--- config.mk ---
export PLATFORM = sky130hd
export DESIGN_NAME = pooling_window_buffer
export DESIGN_NICKNAME = d
export VERILOG_FILES = /design/src/rtl/pooling_window_buffer.sv
export SDC_FILE = /design/constraint.sdc
export NUM_CORES = 1
export LEC_CHECK = 0
export BUFFER_PORTS_ARGS = -buffer_cell sky130_fd_sc_hd__buf_2
export CAP_MARGIN = 40
export CORE_MARGIN = 2
export CORE_UTILIZATION = 35
export CTS_CLUSTER_SIZE = 14
export DETAILED_ROUTE_END_ITERATION = 8
export GPL_ROUTABILITY_DRIVEN = 0
export GPL_TIMING_DRIVEN = 0
export SLEW_MARGIN = 5
export SYNTH_ARGS = -nofsm -noshare
export SYNTH_HDL_FRONTEND = slang
export SYNTH_SLANG_ARGS = --single-unit
--- constraint.sdc ---
create_clock -name clk -period 2.76 [get_ports clk]
set_clock_uncertainty 0.2 [all_clocks]
set_input_delay 0.552 -clock clk [delete_from_list [all_inputs] [get_ports clk]]
set_output_delay 0.552 -clock clk [all_outputs]
set_load 0.03 [all_outputs]
--- src/rtl/pooling_window_buffer.sv ---
// pooling_window_buffer
//
// Streaming front end for the 2x2 max-pooling stage. Pixels arrive one per
// valid/ready handshake in row-major raster order. Every even row is parked
// in a one-row buffer. On the following odd row, the left pixel of each pair
// is parked in a hold register. The right pixel of the pair completes a 2x2
// window, which is registered onto window_data for the comparator tree.
//
// Parameters:
//   D_WIDTH    - pixel width in bits
//   IMG_WIDTH  - pixels per row (even, >= 2)
//   IMG_HEIGHT - rows per frame (even, >= 2)
//
// Ports:
//   clk         - rising-edge clock
//   rst_n       - asynchronous active-low reset
//   in_valid    - in_data carries a pixel
//   in_ready    - block accepts a pixel this cycle
//   in_data     - pixel value, passed through unmodified
//   out_valid   - window_data carries a complete window
//   out_ready   - downstream takes the window this cycle
//   window_data - packed window, word0 = top-left, word1 = top-right,
//                 word2 = bottom-left, word3 = bottom-right (word0 in LSBs)
//   out_last    - marks the final window of a frame

module pooling_window_buffer #(
  parameter int D_WIDTH    = 8,
  parameter int IMG_WIDTH  = 8,
  parameter int IMG_HEIGHT = 8
) (
  input  logic                   clk,
  input  logic                   rst_n,
  input  logic                   in_valid,
  output logic                   in_ready,
  input  logic [D_WIDTH-1:0]     in_data,
  output logic                   out_valid,
  input  logic                   out_ready,
  output logic [4*D_WIDTH-1:0]   window_data,
  output logic                   out_last
);

  // Counter widths. The guards keep the widths legal while the elaboration
  // check below reports a bad geometry.
  localparam int COL_W = (IMG_WIDTH  > 2) ? $clog2(IMG_WIDTH)  : 1;
  localparam int ROW_W = (IMG_HEIGHT > 2) ? $clog2(IMG_HEIGHT) : 1;

  // Reject geometries that cannot be tiled by non-overlapping 2x2 windows.
  generate
    if ((IMG_WIDTH < 2) || ((IMG_WIDTH % 2) != 0)) begin : g_bad_width
      $error("pooling_window_buffer: IMG_WIDTH must be even and >= 2");
    end
    if ((IMG_HEIGHT < 2) || ((IMG_HEIGHT % 2) != 0)) begin : g_bad_height
      $error("pooling_window_buffer: IMG_HEIGHT must be even and >= 2");
    end
  endgenerate

  logic [COL_W-1:0]   col;
  logic [ROW_W-1:0]   row;
  logic [D_WIDTH-1:0] row_buf [IMG_WIDTH];
  logic [D_WIDTH-1:0] hold;

  logic               accept;
  logic               col_last;
  logic               row_last;
  logic               win_load;
  logic [COL_W-1:0]   col_left;
  logic [4*D_WIDTH-1:0] next_window;

  // A new pixel can enter whenever the output register is empty or is being
  // drained this very cycle. This lets the register refill without a bubble.
  assign in_ready = !out_valid || out_ready;
  assign accept   = in_valid && in_ready;

  assign col_last = (col == COL_W'(IMG_WIDTH - 1));
  assign row_last = (row == ROW_W'(IMG_HEIGHT - 1));

  // A window completes on the right pixel of a pair (odd col) in the lower
  // row of a row pair (odd row).
  assign win_load = accept && row[0] && col[0];

  // Column of the top-left pixel of the current pair.
  assign col_left = col & ~COL_W'(1);

  assign next_window = {in_data, hold, row_buf[col], row_buf[col_left]};

  // Raster position. It advances only on accepted pixels. It wraps at the end
  // of a frame so the next frame follows with no gap.
  always_ff @(posedge clk or negedge rst_n) begin
    if (!rst_n) begin
      col <= '0;
      row <= '0;
    end else if (accept) begin
      if (col_last) begin
        col <= '0;
        if (row_last) begin
          row <= '0;
        end else begin
          row <= row + ROW_W'(1);
        end
      end else begin
        col <= col + COL_W'(1);
      end
    end
  end

  // Upper row of each row pair. It is not reset because every entry is
  // rewritten on the even row before the odd row reads it.
  always_ff @(posedge clk) begin
    if (accept && !row[0]) begin
      row_buf[col] <= in_data;
    end
  end

  // Bottom-left pixel of the pair in progress. It is written on the even
  // column and consumed on the odd column, so it needs no reset either.
  always_ff @(posedge clk) begin
    if (accept && row[0] && !col[0]) begin
      hold <= in_data;
    end
  end

  // Output register. A freshly completed window takes priority over a drain
  // in the same cycle, so out_valid stays high and the old window is
  // replaced. While stalled, nothing here changes.
  always_ff @(posedge clk or negedge rst_n) begin
    if (!rst_n) begin
      window_data <= '0;
      out_valid   <= 1'b0;
      out_last    <= 1'b0;
    end else if (win_load) begin
      window_data <= next_window;
      out_valid   <= 1'b1;
      out_last    <= row_last && col_last;
    end else if (out_valid && out_ready) begin
      out_valid   <= 1'b0;
      out_last    <= 1'b0;
    end
  end

endmodule

**Yosys cells after proc, flatten, opt, wreduce, memory -nomap -nowiden**

Memories as Yosys holds them, arrays and structs flattened. A register that Yosys moved wholly into a read port is not among the register bits.
Cells that the tools add are included.

- Register bits: 48
- Memory bits (writable): 64
- Input bits: 12
- Output and inout port bits: 35
- Logic and storage cells: 33
- Memories kept: 1

- Add/subtract/negate cells: 2
- Eq/ne operators: 2
- Multiplexer cells: 7
- Reductions and logical operators: 15

Memories:

| memory | depth | bits a word | rd ports | clocked after Yosys merged registers in | write ports | line | RTL |
|---|---|---|---|---|---|---|---|
| row_buf | 8 | 8 | 2 | 2 | 1 | 59 | `logic [D_WIDTH-1:0] row_buf [IMG_WIDTH];` |

Operators with widths:

| operator | count |
|---|---|
| $logic_and A1 B1 Y1 | 7 |
| $add A3 B1 Y3 const B | 2 |
| $eq A3 B3 Y1 const B | 2 |
| $mux W3 | 2 |
| $logic_not A1 Y1 | 5 |
| $mux W1 | 5 |
| $reduce_and A2 Y1 | 1 |
| $reduce_bool A2 Y1 | 1 |
| $logic_or A1 B1 Y1 | 1 |

**Longest topological paths before layout**

Gate-level depths: netlist (run 1).

- Depth in word-level cells: 6
- Depth in mapped cells: 5
- Mapped depth without buffers: 4

**Worst setup path before layout (run 1)**

No wires, ideal clock.

- Path kind: input -> register
- From: input port out_ready
- To: memory row_buf[0][0], enable pin
- Setup time: 398 ps
- Arrival time: 2,075 ps
- Required time: 2,162 ps
- Slack: 88 ps
- Cell stages on the path: 4
- Buffers on the path: 1
- Path through: nand2b_1 > buf_2 > nand2_1 > nor4b_1

- Word-level cells in the longest chain between the ends: 5

RTL lines:

| what | line | RTL |
|---|---|---|
| start: declaration | 37 | `input logic out_ready,` |
| $logic_or A1 B1 Y1 | 71 | `assign in_ready = !out_valid \|\| out_ready;` |
| via in_ready | 34 | `output logic in_ready,` |
| $logic_and A1 B1 Y1 | 72 | `assign accept = in_valid && in_ready;` |
| $logic_and A1 B1 Y1 | 109 | `if (accept && !row[0]) begin` |
| $mux W1 | 109 |  |
| $mux W1 (not written as such) | 110 | `row_buf[col] <= in_data;` |
| end: declaration | 59 |  |

The timed path passes the listed nets, and every way through them passes these cells.

**Worst setup path in the final report (run 1)**

- From: register col[2]
- To: memory row_buf[4][3], enable pin

RTL lines:

| what | line | RTL |
|---|---|---|
| start: declaration | 57 | `logic [COL_W-1:0] col;` |
| start signal: assignment | 101 | `col <= col + COL_W'(1);` |

No word-level cell before the write port.

==> results of run 1 <==
## worst max-delay path: stages, from the launching register on
cell and delay (ns):
dfrtp_1 0.46, buf_1 0.54, nand2b_1 0.18, nor4_2 0.56, buf_4 0.27
## worst max path at each step
stage	endpoint	slack (ns)	depth (start not counted)
6_report	row_buf[4][3]$_DFFE_PP_	0.26	4
2_1_floorplan	row_buf[0][0]$_DFFE_PP_	0.09	4
3_3_place_gp	row_buf[2][1]$_DFFE_PP_	-0.75	5
3_5_place_dp	hold[1]$_DFFE_PP_	0.08	6
5_1_grt	row_buf[4][3]$_DFFE_PP_	0.07	4
4_1_cts	row_buf[4][3]$_DFFE_PP_	0.23	4
## routing by layer
metal | share of wire (%) | vias up | routed length (microns)
met5 | 0 | - | 0
met4 | 2.1 | 0 | 191
met3 | 3.9 | 12 | 354
met2 | 51 | 45 | 4670
met1 | 43 | 1201 | 3930
li1 | - | 1088 | -
## stage by stage
stage | instance area, sq um | setup TNS (ns) | setup WS (ns) | power (W)
finish | 5490 | 0 | 0.256 | 0.00616
global route | 5490 | 0 | 0.0721 | 0.00650
detailed placement | 5180 | 0 | 0.0814 | 0.00495
CTS | 5490 | 0 | 0.235 | 0.00624
floorplan | 4630 | 0 | 0.0875 | 0.00423
global placement | 5080 | -23.33 | -0.752 | 0.00485
## kinds of logic (layout without fill, tap and decap cells)
kind of cell	after synthesis	count (layout)	synth area share, %
flip-flops	112	112	68.3
AND/OR/NAND/NOR	25	25	3.33
buffers and inverters	22	93	3.38
adder cells (fa/ha/maj)	4	4	1.08
AO/OA/AOI/OAI	1	1	0.162
multiplexers	86	86	23.7
## layout make-up
type / count / area [sq um]
Timing Repair Buffer: 55 / 310
Fill cell: 1180 / 7600
Inverter: 8 / 30.0
Sequential cell: 112 / 3160
Multi-Input combinational cell: 116 / 1340
Clock buffer: 10 / 229
Clock inverter: 6 / 67.6
Tap cell: 176 / 220
Buffer: 14 / 126
## layout by cell type (no fill, tap or decap), types with 3 or more instances in the layout
| cell type | n |
|---|---|
| dfrtp_1 | 40 |
| buf_12 | 4 |
| nor4_2 | 3 |
| mux2i_1 | 41 |
| buf_2 | 52 |
| mux4_2 | 16 |
| mux2_2 | 27 |
| buf_4 | 7 |
| inv_1 | 8 |
| clkbuf_16 | 9 |
| ha_1 | 4 |
| nand2_1 | 6 |
| edfxtp_1 | 72 |
| nor2_1 | 5 |
| nand2b_1 | 3 |
## what timing repair did
item                                   in CTS  in global routing
hold buffers                                1                  0
endpoints found under the hold margin      14                  0
resized for setup                           0                  0
buffers inserted                            0                  0
## report_power, final
part	switching [W]	internal (W)	total, W
Sequential	0.000187	0.00221	0.00240
Clock	0.000591	0.000708	0.00130
Combinational	0.00140	0.00106	0.00246
## state kept, by name, summed over array words and instances, names as in the netlist
name and flops:
hold 8, out_last 1, window_data 32, col 3, row 3, row_buf 64, out_valid 1
==> impl_metrics.tcl, run 1 <==
set metrics [dict create \
    synth_most_common_cell "edfxtp_1" \
    ys_seq_area_share_pct 68.3 \
    grt_util_met2_pct 23.2 \
    final_nets 332 \
    drive_above_1_share_pct 40.2 \
    grt_pass1_wl_mm 14.6 \
    detail_route.wl_per_cell_microns 18.4 \
    synth_top_area_share_pct 46.7 \
    grt_use_met1_pct 17.6 \
    period_share_pct 90.7 \
    synth_common_cells "72 x edfxtp_1, 41 x mux2i_1, 40 x dfrtp_1" \
    worstSetupEndpointType "flip-flop" \
    min_path_cells 1 \
    cap_viol_max_count 0 \
    syn-mean-instance-area_sq_um 18.5 \
    dieWidth_microns 119 \
    timing.fmax_mhz 399 \
    synth.distinct_cells 27 \
    async_flop_share_pct 35.7 \
    finalHoldViolCount 0 \
    routed_via_density 4.72 \
    synth_nets 266 \
    clk_path_buf_depth 2 \
    cts_num_sinks 112 \
    ios 47 \
    cts_tree "built" \
    antenna_cells 0 \
    critical_path.max_fanout 10 \
    holdPathEnd "window_data[23]$_DFFE_PN0P_" \
    h-tree-depth 3 \
    yosysWarnings 0 \
    worstHoldStart "hold[7]$_DFFE_PP_" \
    cellPowerDensity_nw_per_um2 1120 \
    num_rows 42 \
    ctsRootBufferMaster "clkbuf_16" \
    p_leak_nw 2.19 \
    die-area_sq_um 14200 \
    portBuffers 46 \
    synth_cells 250 \
    cts_buffers 9 \
    drtPass1Iterations 4 \
    hp-class "flip-flop to flip-flop" \
    final_antenna_net_count 0 \
    rsz0062_at_grt "no" \
    path_class "flip-flop to flip-flop" \
    timing.hold.ws_ns 0.258 \
    ys_ff_latch 112 \
    worstPathRequired_ns 2.62 \
    post-place-cells 480 \
    dp_hpwl_mm 6.55 \
    synth_area_leaders "edfxtp_1 47%, dfrtp_1 22%, mux2i_1 8.9%" \
    grt_overflow_total 0 \
    r2r-start "col[2]$_DFFE_PN0N_" \
    start_util_pct 35.4 \
    reg2reg_depth 4 \
    final_util_pct 41.9 \
    post-route-drc-count 0 \
    worstSetupStartpoint "col[2]$_DFFE_PN0N_" \
    fin_cells 497 \
    syn-cell-area_sq_um 4630 \
    r2r_setup_slack_ns 0.26 \
    top_usage_layer "met2" \
    synthToLayoutAreaGrowth_pct 18.5 \
    peakVddDrop_uv 400 \
    synth_flop_cell "edfxtp_1" \
    status "completed" \
    setup_viol 0 \
    finalWirelength_mm 9.14 \
    synth_edf_count 72 \
    yosysTopAreaCell "edfxtp_1" \
    use_met3_pct 3.11 \
    layout_min_cycle_time_ns 2.50 \
    grt_pass1_vias 2468 \
    core_sq_um 13100 \
    reg2reg_to "row_buf[4][3]$_DFFE_PP_" \
    grt_usage_pct 14.0 \
    finalMaxSlewViolations 0 \
    grt_max_degree 27 \
    clk_latency_ns 0.35 \
    slew_headroom_pct 42.1 \
    vias 2346 \
    worst_pin_slew_ns 0.865 \
    clk_pin_slew_worst_paths_ns 0.07 \
    drtIter0Drc 82 \
    cp.arrival_ns 2.37 \
    cp-start-kind "flip-flop" \
    die_y_microns 119 \
    antenna_found_initial 0 \
]
Note: power is estimated with default switching activity, not from simulation.
==> inputs of run 2 (changes only) <==
--- a/config.mk
+++ b/config.mk
@@ -7,12 +7,13 @@
 export LEC_CHECK = 0
 export BUFFER_PORTS_ARGS = -buffer_cell sky130_fd_sc_hd__buf_2
 export CAP_MARGIN = 40
-export CORE_MARGIN = 2
+export CORE_MARGIN = 5
 export CORE_UTILIZATION = 35
 export CTS_CLUSTER_SIZE = 14
 export DETAILED_ROUTE_END_ITERATION = 8
 export GPL_ROUTABILITY_DRIVEN = 0
 export GPL_TIMING_DRIVEN = 0
+export SKIP_CTS_REPAIR_TIMING = 1
 export SLEW_MARGIN = 5
 export SYNTH_ARGS = -nofsm -noshare
 export SYNTH_HDL_FRONTEND = slang
==> impl_metrics.tcl, run 2 (synthesized netlist as in run 1, its figures left out) <==
set metrics [dict create \
    status "completed" \
    grt_pass1_wl_mm 14.6 \
    critPathSlowestCell "buf_1" \
    cp_num_cells 4 \
    largest_register_ffs 64 \
    multi_input_area_sq_um 1340 \
    grt_pass1_vias 2527 \
    cts_buffers 9 \
    finalHoldViolCount 0 \
    die_y_microns 125 \
    final_common_cell "edfxtp_1" \
    layout_min_cycle_time_ns 2.42 \
    cap_viol_max_count 0 \
    setup_viol 0 \
    post-route-drc-count 0 \
    vias 2357 \
    finalWirelength_mm 9.24 \
    num_rows 42 \
    reg.largest.list "row_buf: 64 flops, window_data: 32 flops, hold: 8 flops" \
    reg2reg_depth 4 \
    antenna_found_initial 0 \
    final_nets 331 \
    cts_num_sinks 112 \
    start_util_pct 35.4 \
    p_sw_w 0.00219 \
    portBuffers 46 \
    placed_cell_area_sq_um 5180 \
    critical_path.max_fanout 10 \
    fin_cells 496 \
    netSwitchingFraction_pct 36.0 \
    drtPass1Iterations 4 \
    r2r_setup_slack_ns 0.34 \
    final_cell_mix "72 x edfxtp_1, 51 x buf_2, 41 x mux2i_1" \
    grt_max_degree 27 \
    register_area_sq_um 3160 \
    cellPowerDensity_nw_per_um2 1110 \
    cts_tree "built" \
    power_frac_seq_pct 39.7 \
    p_int_w 0.00389 \
    clockPowerShare_pct 19.9 \
    cp-start-kind "flip-flop" \
    largest_register "row_buf" \
    grt_overflow_total 0 \
    core_sq_um 13100 \
    final_antenna_net_count 0 \
    slew_headroom_pct 42.7 \
    p_leak_nw 2.16 \
    hp-class "flip-flop to flip-flop" \
    clk_path_buf_depth 2 \
    post-place-cells 479 \
    drive_above_1_share_pct 40.3 \
    crit_buf_inv 2 \
    ios 47 \
    finalMaxSlewViolations 0 \
    path_class "flip-flop to flip-flop" \
    final_area_sq_um 5460 \
    grt_usage_pct 12.3 \
    clk_pin_slew_worst_paths_ns 0.07 \
    drtIter0Drc 128 \
    timing.hold.ws_ns 0.268 \
    period_share_pct 87.6 \
    cp.arrival_ns 2.28 \
    worst_pin_slew_ns 0.857 \
    worstPathRequired_ns 2.62 \
    antenna_cells 0 \
    timing.fmax_mhz 414 \
    combPwrFrac_pct 40.4 \
    die-area_sq_um 15600 \
    ctsRootBufferMaster "clkbuf_16" \
    rsz0062_at_grt "no" \
    critical_path.top_delay_family "buffers and inverters" \
    crit_chain "buf_1 -> nand2b_1 -> nor4_2 -> buf_4" \
    peakVddDrop_uv 434 \
    h-tree-depth 3 \
    clk_latency_ns 0.35 \
    synthToLayoutAreaGrowth_pct 18.0 \
    detail_route.wl_per_cell_microns 18.6 \
    max_stage_delay_ns 0.54 \
    dp_hpwl_mm 6.54 \
    min_path_cells 1 \
    nFillCells 1169 \
    dieWidth_microns 125 \
    worstSetupEndpointType "flip-flop" \
    routed_via_density 4.75 \
]
run 2: cell count changes in the layout (fill, tap and decap cells not counted):
cell and change:
bufinv_16 -1, clkinvlp_4 +2, buf_2 -1, nor3b_1 -1
clkinv_4 -1, nor3b_2 +1
run 2: power by group through the flow:
stage / sequential (W) / combinational, W / clock, W
3_5_place_dp: 0.00245 / 0.00250 / 0
2_1_floorplan: 0.00291 / 0.00132 / 0
6_report: 0.00241 / 0.00246 / 0.00121
4_1_cts: 0.00241 / 0.00251 / 0.00123
5_1_grt: 0.00246 / 0.00265 / 0.00130
3_3_place_gp: 0.00244 / 0.00242 / 0
run 2: per-stage QoR:
step	utilization, %	setup TNS, ns	worst slack [ns]	total power (W)
after CTS	41.7	0	0.287	0.00615
after detailed placement	39.6	0	0.114	0.00495
after floorplan	-	0	0.0875	0.00423
after global placement	38.8	-23.09	-0.742	0.00486
final	41.7	0	0.342	0.00607
after global routing	41.7	0	0.204	0.00641
run 2: cell type report:
| class | instances | share of cell area (%) |
|---|---|---|
| plain buffers | 14 | 2.31 |
| clock buffers | 10 | 4.19 |
| clock inverters | 6 | 0.802 |
| inverters | 8 | 0.550 |
| multi-input cells | 116 | 24.6 |
| flip-flops and latches | 112 | 57.9 |
| well taps | 176 | 4.03 |
| repair buffers | 54 | 5.59 |
run 2: routing by layer:
layer	part of all wire (%)	routed length [microns]	GRT usage (%)
met5	0	0	0
met2	49	4550	19.8
met4	2.7	251	6.38
met3	3.7	342	2.13
met1	44	4100	16.0
run 2: worst reg2reg max path, stage by stage, from the launching register on:
cell	delay, ns
dfrtp_1	0.45
buf_1	0.54
nand2b_1	0.17
nor4_2	0.51
buf_4	0.27
run 2: final timing paths:
check,endpoint,start
max in group asynchronous,window_data[17]$_DFFE_PN0P_,rst_n
worst min-delay path,window_data[20]$_DFFE_PN0P_,hold[4]$_DFFE_PP_
min in group asynchronous,window_data[5]$_DFFE_PN0P_,rst_n
worst min register to register,window_data[20]$_DFFE_PN0P_,hold[4]$_DFFE_PP_
worst max-delay path,row_buf[4][3]$_DFFE_PP_,col[2]$_DFFE_PN0N_
worst max register to register,row_buf[4][3]$_DFFE_PP_,col[2]$_DFFE_PN0N_
